File: src/rtl/elevator_call_scheduler_if.sv
// Call/dispatch bus between the hall/car call logic, the scheduler and the elevator core.
// SCHED_CANCEL_EN adds the call-cancel signals.
interface elevator_call_scheduler_if;
    logic        call_valid;
    logic [3:0]  call_floor;
    logic [3:0]  cur_floor;
    logic        complete;
    logic [3:0]  req_floor;
    logic        go;
    logic        door_open_req;
    logic        served;
    logic [15:0] pending;
    logic        dir_up;
    logic        busy;
`ifdef SCHED_CANCEL_EN
    logic        cancel_valid;
    logic [3:0]  cancel_floor;

    modport master (output call_valid, call_floor, cur_floor, complete, cancel_valid, cancel_floor,
                    input  req_floor, go, door_open_req, served, pending, dir_up, busy);
    modport slave  (input  call_valid, call_floor, cur_floor, complete, cancel_valid, cancel_floor,
                    output req_floor, go, door_open_req, served, pending, dir_up, busy);
`else
    modport master (output call_valid, call_floor, cur_floor, complete,
                    input  req_floor, go, door_open_req, served, pending, dir_up, busy);
    modport slave  (input  call_valid, call_floor, cur_floor, complete,
                    output req_floor, go, door_open_req, served, pending, dir_up, busy);
`endif
endinterface

File: src/rtl/elevator_call_scheduler.sv
// SCAN elevator call scheduler: latches calls, picks the next floor in the sweep direction,
// dispatches it and runs the door dwell. SCHED_CANCEL_EN enables call cancellation.
module elevator_call_scheduler #(
    parameter int DWELL_CYCLES = 4
) (
    input  logic                        clk,
    input  logic                        reset,
    elevator_call_scheduler_if.slave    bus
);
    typedef enum logic [2:0] {S_IDLE, S_SELECT, S_DISPATCH, S_TRAVEL, S_DWELL} state_t;

    state_t      r_state, w_next;
    logic [15:0] r_pending, w_pending_nxt, w_set, w_clr, w_cancel;
    logic [3:0]  r_req_floor, r_target, w_target;
    logic        r_go, r_served, r_dir_up, w_dir_nxt, w_enter_dwell;
    logic [7:0]  r_cnt;
    logic        w_has_above, w_has_below;
    logic [3:0]  w_lo_above, w_hi_below;

    // Candidate floors strictly above/below the car; cur_floor itself is never a candidate.
    always_comb begin
        w_has_above = 1'b0;
        w_lo_above  = 4'd0;
        w_has_below = 1'b0;
        w_hi_below  = 4'd0;
        for (int i = 15; i >= 0; i--) begin
            if (r_pending[i] && (4'(i) > bus.cur_floor)) begin
                w_has_above = 1'b1;
                w_lo_above  = 4'(i);
            end
        end
        for (int i = 0; i < 16; i++) begin
            if (r_pending[i] && (4'(i) < bus.cur_floor)) begin
                w_has_below = 1'b1;
                w_hi_below  = 4'(i);
            end
        end
    end

    always_comb begin
        w_next        = r_state;
        w_target      = r_target;
        w_dir_nxt     = r_dir_up;
        w_enter_dwell = 1'b0;
        case (r_state)
            S_IDLE: begin
                if (r_pending[bus.cur_floor]) begin
                    w_next        = S_DWELL;
                    w_enter_dwell = 1'b1;
                end else if (|r_pending) begin
                    w_next = S_SELECT;
                end
            end
            S_SELECT: begin
                w_next = S_DISPATCH;
                if (r_dir_up) begin
                    if (w_has_above) w_target = w_lo_above;
                    else if (w_has_below) begin
                        w_target  = w_hi_below;
                        w_dir_nxt = 1'b0;
                    end else w_next = S_IDLE;
                end else begin
                    if (w_has_below) w_target = w_hi_below;
                    else if (w_has_above) begin
                        w_target  = w_lo_above;
                        w_dir_nxt = 1'b1;
                    end else w_next = S_IDLE;
                end
            end
            S_DISPATCH: w_next = S_TRAVEL;
            S_TRAVEL: begin
                if (bus.complete && (bus.cur_floor == r_req_floor)) begin
                    w_next        = S_DWELL;
                    w_enter_dwell = 1'b1;
                end
            end
            S_DWELL: if (r_cnt <= 8'd1) w_next = S_IDLE;
            default: w_next = S_IDLE;
        endcase
    end

    // Clear beats set for the floor being served, so same-floor calls at the door are absorbed.
    always_comb begin
        w_set = bus.call_valid ? (16'd1 << bus.call_floor) : 16'd0;
        w_clr = (w_enter_dwell || (r_state == S_DWELL)) ? (16'd1 << bus.cur_floor) : 16'd0;
`ifdef SCHED_CANCEL_EN
        w_cancel = bus.cancel_valid ? (16'd1 << bus.cancel_floor) : 16'd0;
        if (r_state == S_TRAVEL) w_cancel[r_req_floor] = 1'b0;
`else
        w_cancel = 16'd0;
`endif
        w_pending_nxt = ((r_pending & ~w_cancel) | w_set) & ~w_clr;
    end

    always_ff @(posedge clk or posedge reset) begin
        if (reset) begin
            r_state     <= S_IDLE;
            r_pending   <= 16'd0;
            r_req_floor <= 4'd0;
            r_target    <= 4'd0;
            r_go        <= 1'b0;
            r_served    <= 1'b0;
            r_dir_up    <= 1'b1;
            r_cnt       <= 8'd0;
        end else begin
            r_state   <= w_next;
            r_pending <= w_pending_nxt;
            r_target  <= w_target;
            r_dir_up  <= w_dir_nxt;
            r_served  <= w_enter_dwell;
            r_go      <= (r_state == S_DISPATCH);
            if (r_state == S_DISPATCH) r_req_floor <= r_target;
            if (w_enter_dwell)         r_cnt <= 8'(DWELL_CYCLES);
            else if (r_cnt != 8'd0)    r_cnt <= r_cnt - 8'd1;
        end
    end

    assign bus.req_floor     = r_req_floor;
    assign bus.go            = r_go;
    assign bus.door_open_req = (r_cnt != 8'd0);
    assign bus.served        = r_served;
    assign bus.pending       = r_pending;
    assign bus.dir_up        = r_dir_up;
    assign bus.busy          = (r_state != S_IDLE);
endmodule

File: src/flat_wrapper.sv
// flat-port wrapper written by rule: the top's interface ports become plain ports
module elevator_call_scheduler_flat 
#(
    parameter int DWELL_CYCLES = 4
)
  (clk, reset, bus_call_valid, bus_call_floor, bus_cur_floor, bus_complete, bus_req_floor, bus_go, bus_door_open_req, bus_served, bus_pending, bus_dir_up, bus_busy);
  elevator_call_scheduler_if bus_i ();
  input  logic clk;
  input  logic reset;
  input wire logic [$bits(bus_i.call_valid)-1:0] bus_call_valid;
  input wire logic [$bits(bus_i.call_floor)-1:0] bus_call_floor;
  input wire logic [$bits(bus_i.cur_floor)-1:0] bus_cur_floor;
  input wire logic [$bits(bus_i.complete)-1:0] bus_complete;
  output wire logic [$bits(bus_i.req_floor)-1:0] bus_req_floor;
  output wire logic [$bits(bus_i.go)-1:0] bus_go;
  output wire logic [$bits(bus_i.door_open_req)-1:0] bus_door_open_req;
  output wire logic [$bits(bus_i.served)-1:0] bus_served;
  output wire logic [$bits(bus_i.pending)-1:0] bus_pending;
  output wire logic [$bits(bus_i.dir_up)-1:0] bus_dir_up;
  output wire logic [$bits(bus_i.busy)-1:0] bus_busy;
  assign bus_i.call_valid = bus_call_valid;
  assign bus_i.call_floor = bus_call_floor;
  assign bus_i.cur_floor = bus_cur_floor;
  assign bus_i.complete = bus_complete;
  assign bus_req_floor = bus_i.req_floor;
  assign bus_go = bus_i.go;
  assign bus_door_open_req = bus_i.door_open_req;
  assign bus_served = bus_i.served;
  assign bus_pending = bus_i.pending;
  assign bus_dir_up = bus_i.dir_up;
  assign bus_busy = bus_i.busy;
  elevator_call_scheduler #(.DWELL_CYCLES(DWELL_CYCLES)) u_core (.clk(clk), .reset(reset), .bus(bus_i));
endmodule
File: config.mk
export PLATFORM = sky130hd
export DESIGN_NAME = elevator_call_scheduler_flat
export DESIGN_NICKNAME = d
export VERILOG_FILES = /design/src/rtl/elevator_call_scheduler_if.sv /design/src/rtl/elevator_call_scheduler.sv /design/src/flat_wrapper.sv
export SDC_FILE = /design/constraint.sdc
export NUM_CORES = 1
export LEC_CHECK = 0
export ABC_AREA = 1
export BUFFER_PORTS_ARGS = -buffer_cell sky130_fd_sc_hd__buf_4
export CAP_MARGIN = 5
export CORE_MARGIN = 5
export CORE_UTILIZATION = 35
export DETAILED_ROUTE_END_ITERATION = 6
export GPL_TIMING_DRIVEN = 0
export PLACE_DENSITY = 0.65
export SLEW_MARGIN = 15
export SYNTH_ARGS = -nofsm -noshare
export SYNTH_HDL_FRONTEND = slang
export SYNTH_SLANG_ARGS = --single-unit
File: constraint.sdc
create_clock -name clk -period 2.5 [get_ports clk]
set_clock_uncertainty 0.2 [all_clocks]
set_input_delay 0.375 -clock clk [delete_from_list [all_inputs] [get_ports clk]]
set_output_delay 0.375 -clock clk [all_outputs]
set_load 0.03 [all_outputs]
==> run metrics, run 1 <==
status complete, no violations; layout cell share with drive strength beyond 1 0.206; Clock Path Buffers 2; Setup crit start kind flip-flop; Period minus WS final 2290 ps; HP Start bus_cur_floor[0]; GR Util met1 0.217; wire length per cell 14.0 um; Critical Path RT 2450 ps; Min-Delay Endpoint u_core.bus.pending[0]; Worst setup EP type flip-flop; # fillers 758; Hold Crit Depth 3; top cell type's share of synthesized area 0.356; actual slew at the worst max-slew pin 608 ps; WHS 249 ps; Worst-path clk slew 80 ps; number of synthesis warnings 0; sum of negative setup slack 0 ps; post-synth top area cell dfrtp_1; first-pass GRT wire length 12100 um; Initial Utilization 0.359; FF-to-FF path depth 13; GR Overflow Total 0; Tcrit/Tclk final 0.915; global-route usage over all layers 0.167; synthesized area 0.00260 mm2; H-tree depth 2; synthesized net count 384; CTS tree done; worst r2r dst u_core.bus.pending[9]; met2 global-route usage 0.271; TritonRoute pass-1 iters 5; top post-synthesis cells by area dfrtp_1 (36%), nand2_1 (13%), inv_1 (6.5%); global routing usage on met3 0.0336; gr busiest metal met2; static leakage 1.58 nW; Distinct cells, synth 36; register area 952 um2; number of global-route vias before repair 2506; unrepaired setup endpoints after global routing no; power consumption 4.12 mW; Fmax 437 MHz; CP max stage delay 410 ps; Max-slew headroom 0.591; largest net degree at the start of global routing 36; reg-to-reg setup timing slack 210 ps; max-cap violations 0; clk sinks 38; Setup CP Type reg2reg; crit-path max FO 10; DRT iter0 DRCs 181; most frequent cells in the layout nand2_1 (89), inv_1 (43), buf_4 (39), dfrtp_1 (37), nor2_1 (34); die width 96.2 um; flop and latch count out of synthesis 38; commonest non-fill, non-tap cell in the layout nand2_1; TritonCTS buffer count 5; ANT nets after route 0; worst reg2reg startpoint u_core.r_cnt[0]; mean area per synthesized cell 7.03 um2; FP Rows 31; hpwl dp 5580 um; I/O Pins 37; detail-routed via count per cell 5.26; clock tree root driver cell clkbuf_8; Buffers on Ports 34; initial antenna violation count 0; CP dominant cell by count inv_2; Seq/Total Area, Yosys 0.366; Hold Path Class in2reg; CP max stage cell dfrtp_1; GPL Wtd Cong 0.971; Diodes inserted 0; Cell Pwr Density 1310 mW/mm2; Worst Path Arrival 2240 ps; crit-path cells inv_2 -> ha_1 -> nand2_1 -> nor2_1 -> inv_1 -> nor2_4 -> inv_2 -> nand3_1 -> nand3_2 -> nor2_8 -> or2_4 -> buf_6 -> a31oi_1; area of the multi-input gates 0.00139 mm2; core area 0.00725 mm2; fin. max-slew vios 0; DIE HEIGHT 96.2 um; # nets final 431; Mapped Cells 370; Worst VDD drop 0.548 mV; clk_lat worst skew 290 ps; die area 0.00926 mm2; Via Count 2722; final hold vios 0; setup violators final 0; final core utilization 0.432; # DRC 0; Routed WL 7210 um; Synth-to-Final Area Change 20.6%
[routing by layer]
layer  vias up  routed length [um]
met4         0                 155
met3        14                 447
met1      1257                3220
met2       118                3390
li1       1333                   -
met5         -                   0
[Yosys cell counts]
library cell and n:
dfstp_2 1, a21oi_4 1, nor2_4 3, a22oi_2 2, inv_1 45, a21oi_1 31
o21ai_1 7, o311ai_0 1, dfrtp_1 37, buf_4 1, xor2_1 2, nor3_1 16
inv_2 12, nand4_1 4, nor4_1 4, buf_6 3, o2111ai_1 2, a21oi_2 2
xnor2_1 1, o22ai_1 10, nor2_8 2, nand3_1 20, nand2_1 89, nor2_2 4
nand2_2 2, or2_4 1, nand3_2 1, o211ai_1 3, a31oi_1 10, nor2_1 34
nor3b_1 1, ha_1 2, o21ai_0 12, o21ai_2 2, nand3b_1 1, buf_2 1
[stage by stage]
| stage | area (um2) | instances | setup WS [ps] |
|---|---|---|---|
| 6_report | 3140 | 517 | 212 |
| 2_1_floorplan | 2600 | 370 | 273 |
| 3_5_place_dp | 3000 | 504 | 65.3 |
| 4_1_cts | 3100 | 513 | 38.9 |
| 3_3_place_gp | 2980 | 503 | 92.1 |
| 5_1_grt | 3140 | 517 | 17.1 |
[flip-flops by register name, indices dropped and copies added, names as in the netlist]
name	flops
u_core.bus.pending	16
u_core.r_cnt	8
u_core.bus.req_floor	4
u_core.r_target	4
u_core.r_state	3
u_core.bus.dir_up	1
u_core.bus.go	1
u_core.bus.served	1
[layout make-up]
type | instances | share of cell area
flip-flops and latches | 38 | 0.304
multi-input cells | 270 | 0.444
well taps | 99 | 0.0395
clock inverters | 1 | 0.00160
inverters | 57 | 0.0682
plain buffers | 5 | 0.0148
repair buffers | 40 | 0.101
clock buffers | 7 | 0.0275
[critical path: cells and delay by family, from the launching register on]
family	cells	cell delay (ps)
simple gates	7	840
buf+inv	4	410
flops	1	410
fa+ha+maj	1	190
compound gates	1	100
[kinds of logic (layout without fill, tap and decap cells)]
| logic type | after synthesis | in the layout | synth area share |
|---|---|---|---|
| flip-flops | 38 | 38 | 0.366 |
| adder cells (fa/ha/maj) | 2 | 2 | 0.00962 |
| buffers and inverters | 62 | 110 | 0.100 |
| AO/OA/AOI/OAI | 83 | 83 | 0.192 |
| AND/OR/NAND/NOR | 182 | 182 | 0.322 |
| XOR/XNOR | 3 | 3 | 0.0101 |
[how the worst max path moves through the flow]
stage | startpoint | end | slack, ps | cells after the start
global placement | u_core.r_cnt[0] | u_core.bus.pending[10] | 90 | 13
finish | u_core.r_cnt[0] | u_core.bus.pending[9] | 210 | 13
CTS | u_core.r_cnt[0] | u_core.bus.pending[10] | 40 | 13
floorplan | u_core.r_cnt[0] | u_core.bus.pending[7] | 270 | 13
global route | u_core.r_cnt[1] | u_core.bus.pending[10] | 20 | 13
detailed placement | u_core.r_cnt[0] | u_core.bus.pending[7] | 70 | 13
[repair_timing]
| action | 4_1_cts | 5_1_grt |
|---|---|---|
| endpoints found under the hold margin | 37 | 0 |
| setup buffers | 0 | 4 |
| gates resized for setup | 0 | 2 |
| endpoints found under the setup margin | 0 | 14 |
| hold buffers | 1 | 0 |
[power by group]
part | total, mW | internal, mW | switching (mW) | leakage (nW)
combinational | 2.39 | 0.901 | 1.49 | 1.08
sequential | 1.29 | 0.914 | 0.379 | 0.453
clock | 0.436 | 0.223 | 0.214 | 0.0482
total | 4.12 | 2.04 | 2.08 | 1.58
(Power assumes the default switching activity.)
==> run 2, diff against run 1 <==
--- a/config.mk
+++ b/config.mk
@@ -11,8 +11,7 @@
 export CORE_MARGIN = 5
 export CORE_UTILIZATION = 35
 export DETAILED_ROUTE_END_ITERATION = 6
-export GPL_TIMING_DRIVEN = 0
-export PLACE_DENSITY = 0.65
+export PLACE_DENSITY = 0.56
 export SLEW_MARGIN = 15
 export SYNTH_ARGS = -nofsm -noshare
 export SYNTH_HDL_FRONTEND = slang
==> run 2 against run 1 <==
Against the previous run:
- the flow now finishes with violations (hold timing)
- final area grew 0.40%
- worst hold slack worse by 250 ps
- largest cell class unchanged
- first-iteration DRC count fell by 14%
- register-to-register slack got worse by 20 ps
- clock power up 3%
- global-route usage up 1.1 points
- critical path depth unchanged
- setup slack got worse by 21 ps
- count of clock-buffer cells in the layout shrank 1
- non-clock buffer count is 1 higher
==> run metrics, run 2 (synthesized netlist as in run 1, its figures left out) <==
status finished with violations; failing checks hold timing; CTS tree done; die width 96.2 um; # nets final 432; Worst VDD drop 0.458 mV; Buffers on Ports 36; # DRC 0; TritonRoute pass-1 iters 4; FF-to-FF path depth 13; worst reg2reg startpoint u_core.r_cnt[0]; CP max stage delay 370 ps; Setup CP Type reg2reg; crit-path max FO 11; global-route usage over all layers 0.177; actual slew at the worst max-slew pin 584 ps; commonest non-fill, non-tap cell in the layout nand2_1; P_sw 2.12 mW; final core utilization 0.434; Clock power frac 0.107; static leakage 1.59 nW; final worst setup slack 190 ps; CTS Hold Bufs 0; Fmax 433 MHz; Tcrit/Tclk final 0.924; wire length per cell 14.6 um; Worst-path clk slew 90 ps; die area 0.00926 mm2; largest net degree at the start of global routing 39; CP dominant cell by count inv_1; worst r2r dst u_core.bus.pending[6]; DRT iter0 DRCs 155; Via Count 2646; clk sinks 38; combinational power share 0.586; max reg flops 16; most frequent cells in the layout nand2_1 (89), inv_1 (45), buf_4 (44), dfrtp_1 (37), nor2_1 (34); clock tree root driver cell clkbuf_8; GR Overflow Total 0; TritonCTS buffer count 5; fin. max-slew vios 0; Hold Path Class in2async; CP max stage cell dfrtp_1; FP Rows 31; Diodes inserted 0; clk_lat worst skew 300 ps; WHS -4.61 ps; H-tree depth 2; setup violators final 0; Period minus WS final 2310 ps; Cell Pwr Density 1330 mW/mm2; sequential share of power 0.306; detail-routed via count per cell 5.11; max-cap violations 0; fin cells 518; I/O Pins 37; number of global-route vias before repair 2639; initial antenna violation count 0; Net Sw Frac 0.508; Initial Utilization 0.359; crit-path cells inv_1 -> ha_1 -> nand2_1 -> nor2_1 -> inv_1 -> nor2_4 -> inv_2 -> nand3_1 -> nand3_2 -> nor2_8 -> or2_4 -> buf_12 -> a31oi_1; placed insts 509; Max-slew headroom 0.607; first-pass GRT wire length 12600 um; Critical Path RT 2510 ps; DIE HEIGHT 96.2 um; ANT nets after route 0; core area 0.00725 mm2; layout cell share with drive strength beyond 1 0.208; Worst setup EP type flip-flop; GPL Wtd Cong 0.888; Worst Path Arrival 2310 ps; reg-to-reg setup timing slack 190 ps; Setup crit start kind flip-flop; Routed WL 7570 um; power consumption 4.18 mW; internal power 2.06 mW; Synth-to-Final Area Change 21.1%; Clock Path Buffers 2; hpwl dp 5970 um; pre-CTS setup slack 80.5 ps; final hold vios 10
==> run 2: worst max-delay path by stage <==
stage,start,end,cells after the start
3_5_place_dp,u_core.r_cnt[0],u_core.bus.pending[2],14
3_3_place_gp,u_core.r_cnt[0],u_core.bus.pending[3],14
5_1_grt,u_core.r_cnt[0],u_core.bus.pending[2],14
2_1_floorplan,u_core.r_cnt[0],u_core.bus.pending[7],13
6_report,u_core.r_cnt[0],u_core.bus.pending[6],13
4_1_cts,u_core.r_cnt[0],u_core.bus.pending[2],14
==> run 2: power groups by stage <==
stage / clock, mW / sequential [mW] / combinational (mW)
2_1_floorplan: 0 / 1.53 / 1.34
3_3_place_gp: 0 / 1.29 / 2.39
3_5_place_dp: 0 / 1.28 / 2.39
4_1_cts: 0.468 / 1.27 / 2.40
5_1_grt: 0.497 / 1.32 / 2.74
6_report: 0.449 / 1.28 / 2.45
==> run 2: per-layer routing <==
layer	part of all wire	routed length, um	global-route usage
met5	0	0	0
met4	0.019	147	0.0699
met3	0.053	403	0.0367
met2	0.48	3620	0.288
met1	0.45	3400	0.230
==> run 2: timing repair <==
item / 4_1_cts / 5_1_grt
setup endpoints to repair: 0 / 9
setup buffers: 0 / 1
resized for setup: 0 / 1
==> run 2: stage by stage <==
step                      setup TNS (ps)  hold WS, ps  instance area [um2]
after floorplan                        0          250                 2600
after global placement                 0          305                 3030
after detailed placement               0          294                 3030
after CTS                              0         20.6                 3120
after global routing                -125         39.3                 3150
final                                  0        -4.61                 3150
==> run 2: layout make-up <==
| type | count | area (um2) |
|---|---|---|
| fill | 776 | 4100 |
| multi-input combinational | 270 | 1390 |
| sequential | 38 | 952 |
| timing repair buffer | 46 | 370 |
| inverter | 57 | 214 |
| tap | 99 | 124 |
| clock buffer | 6 | 82.6 |
| clock inverter | 2 | 12.5 |
==> run 2: critical path, delay by kind of cell (launching register included) <==
family          cells  cell delay [ps]
compound gates      1              150
fa+ha+maj           1              230
buf+inv             4              470
flops               1              370
simple gates        7              780
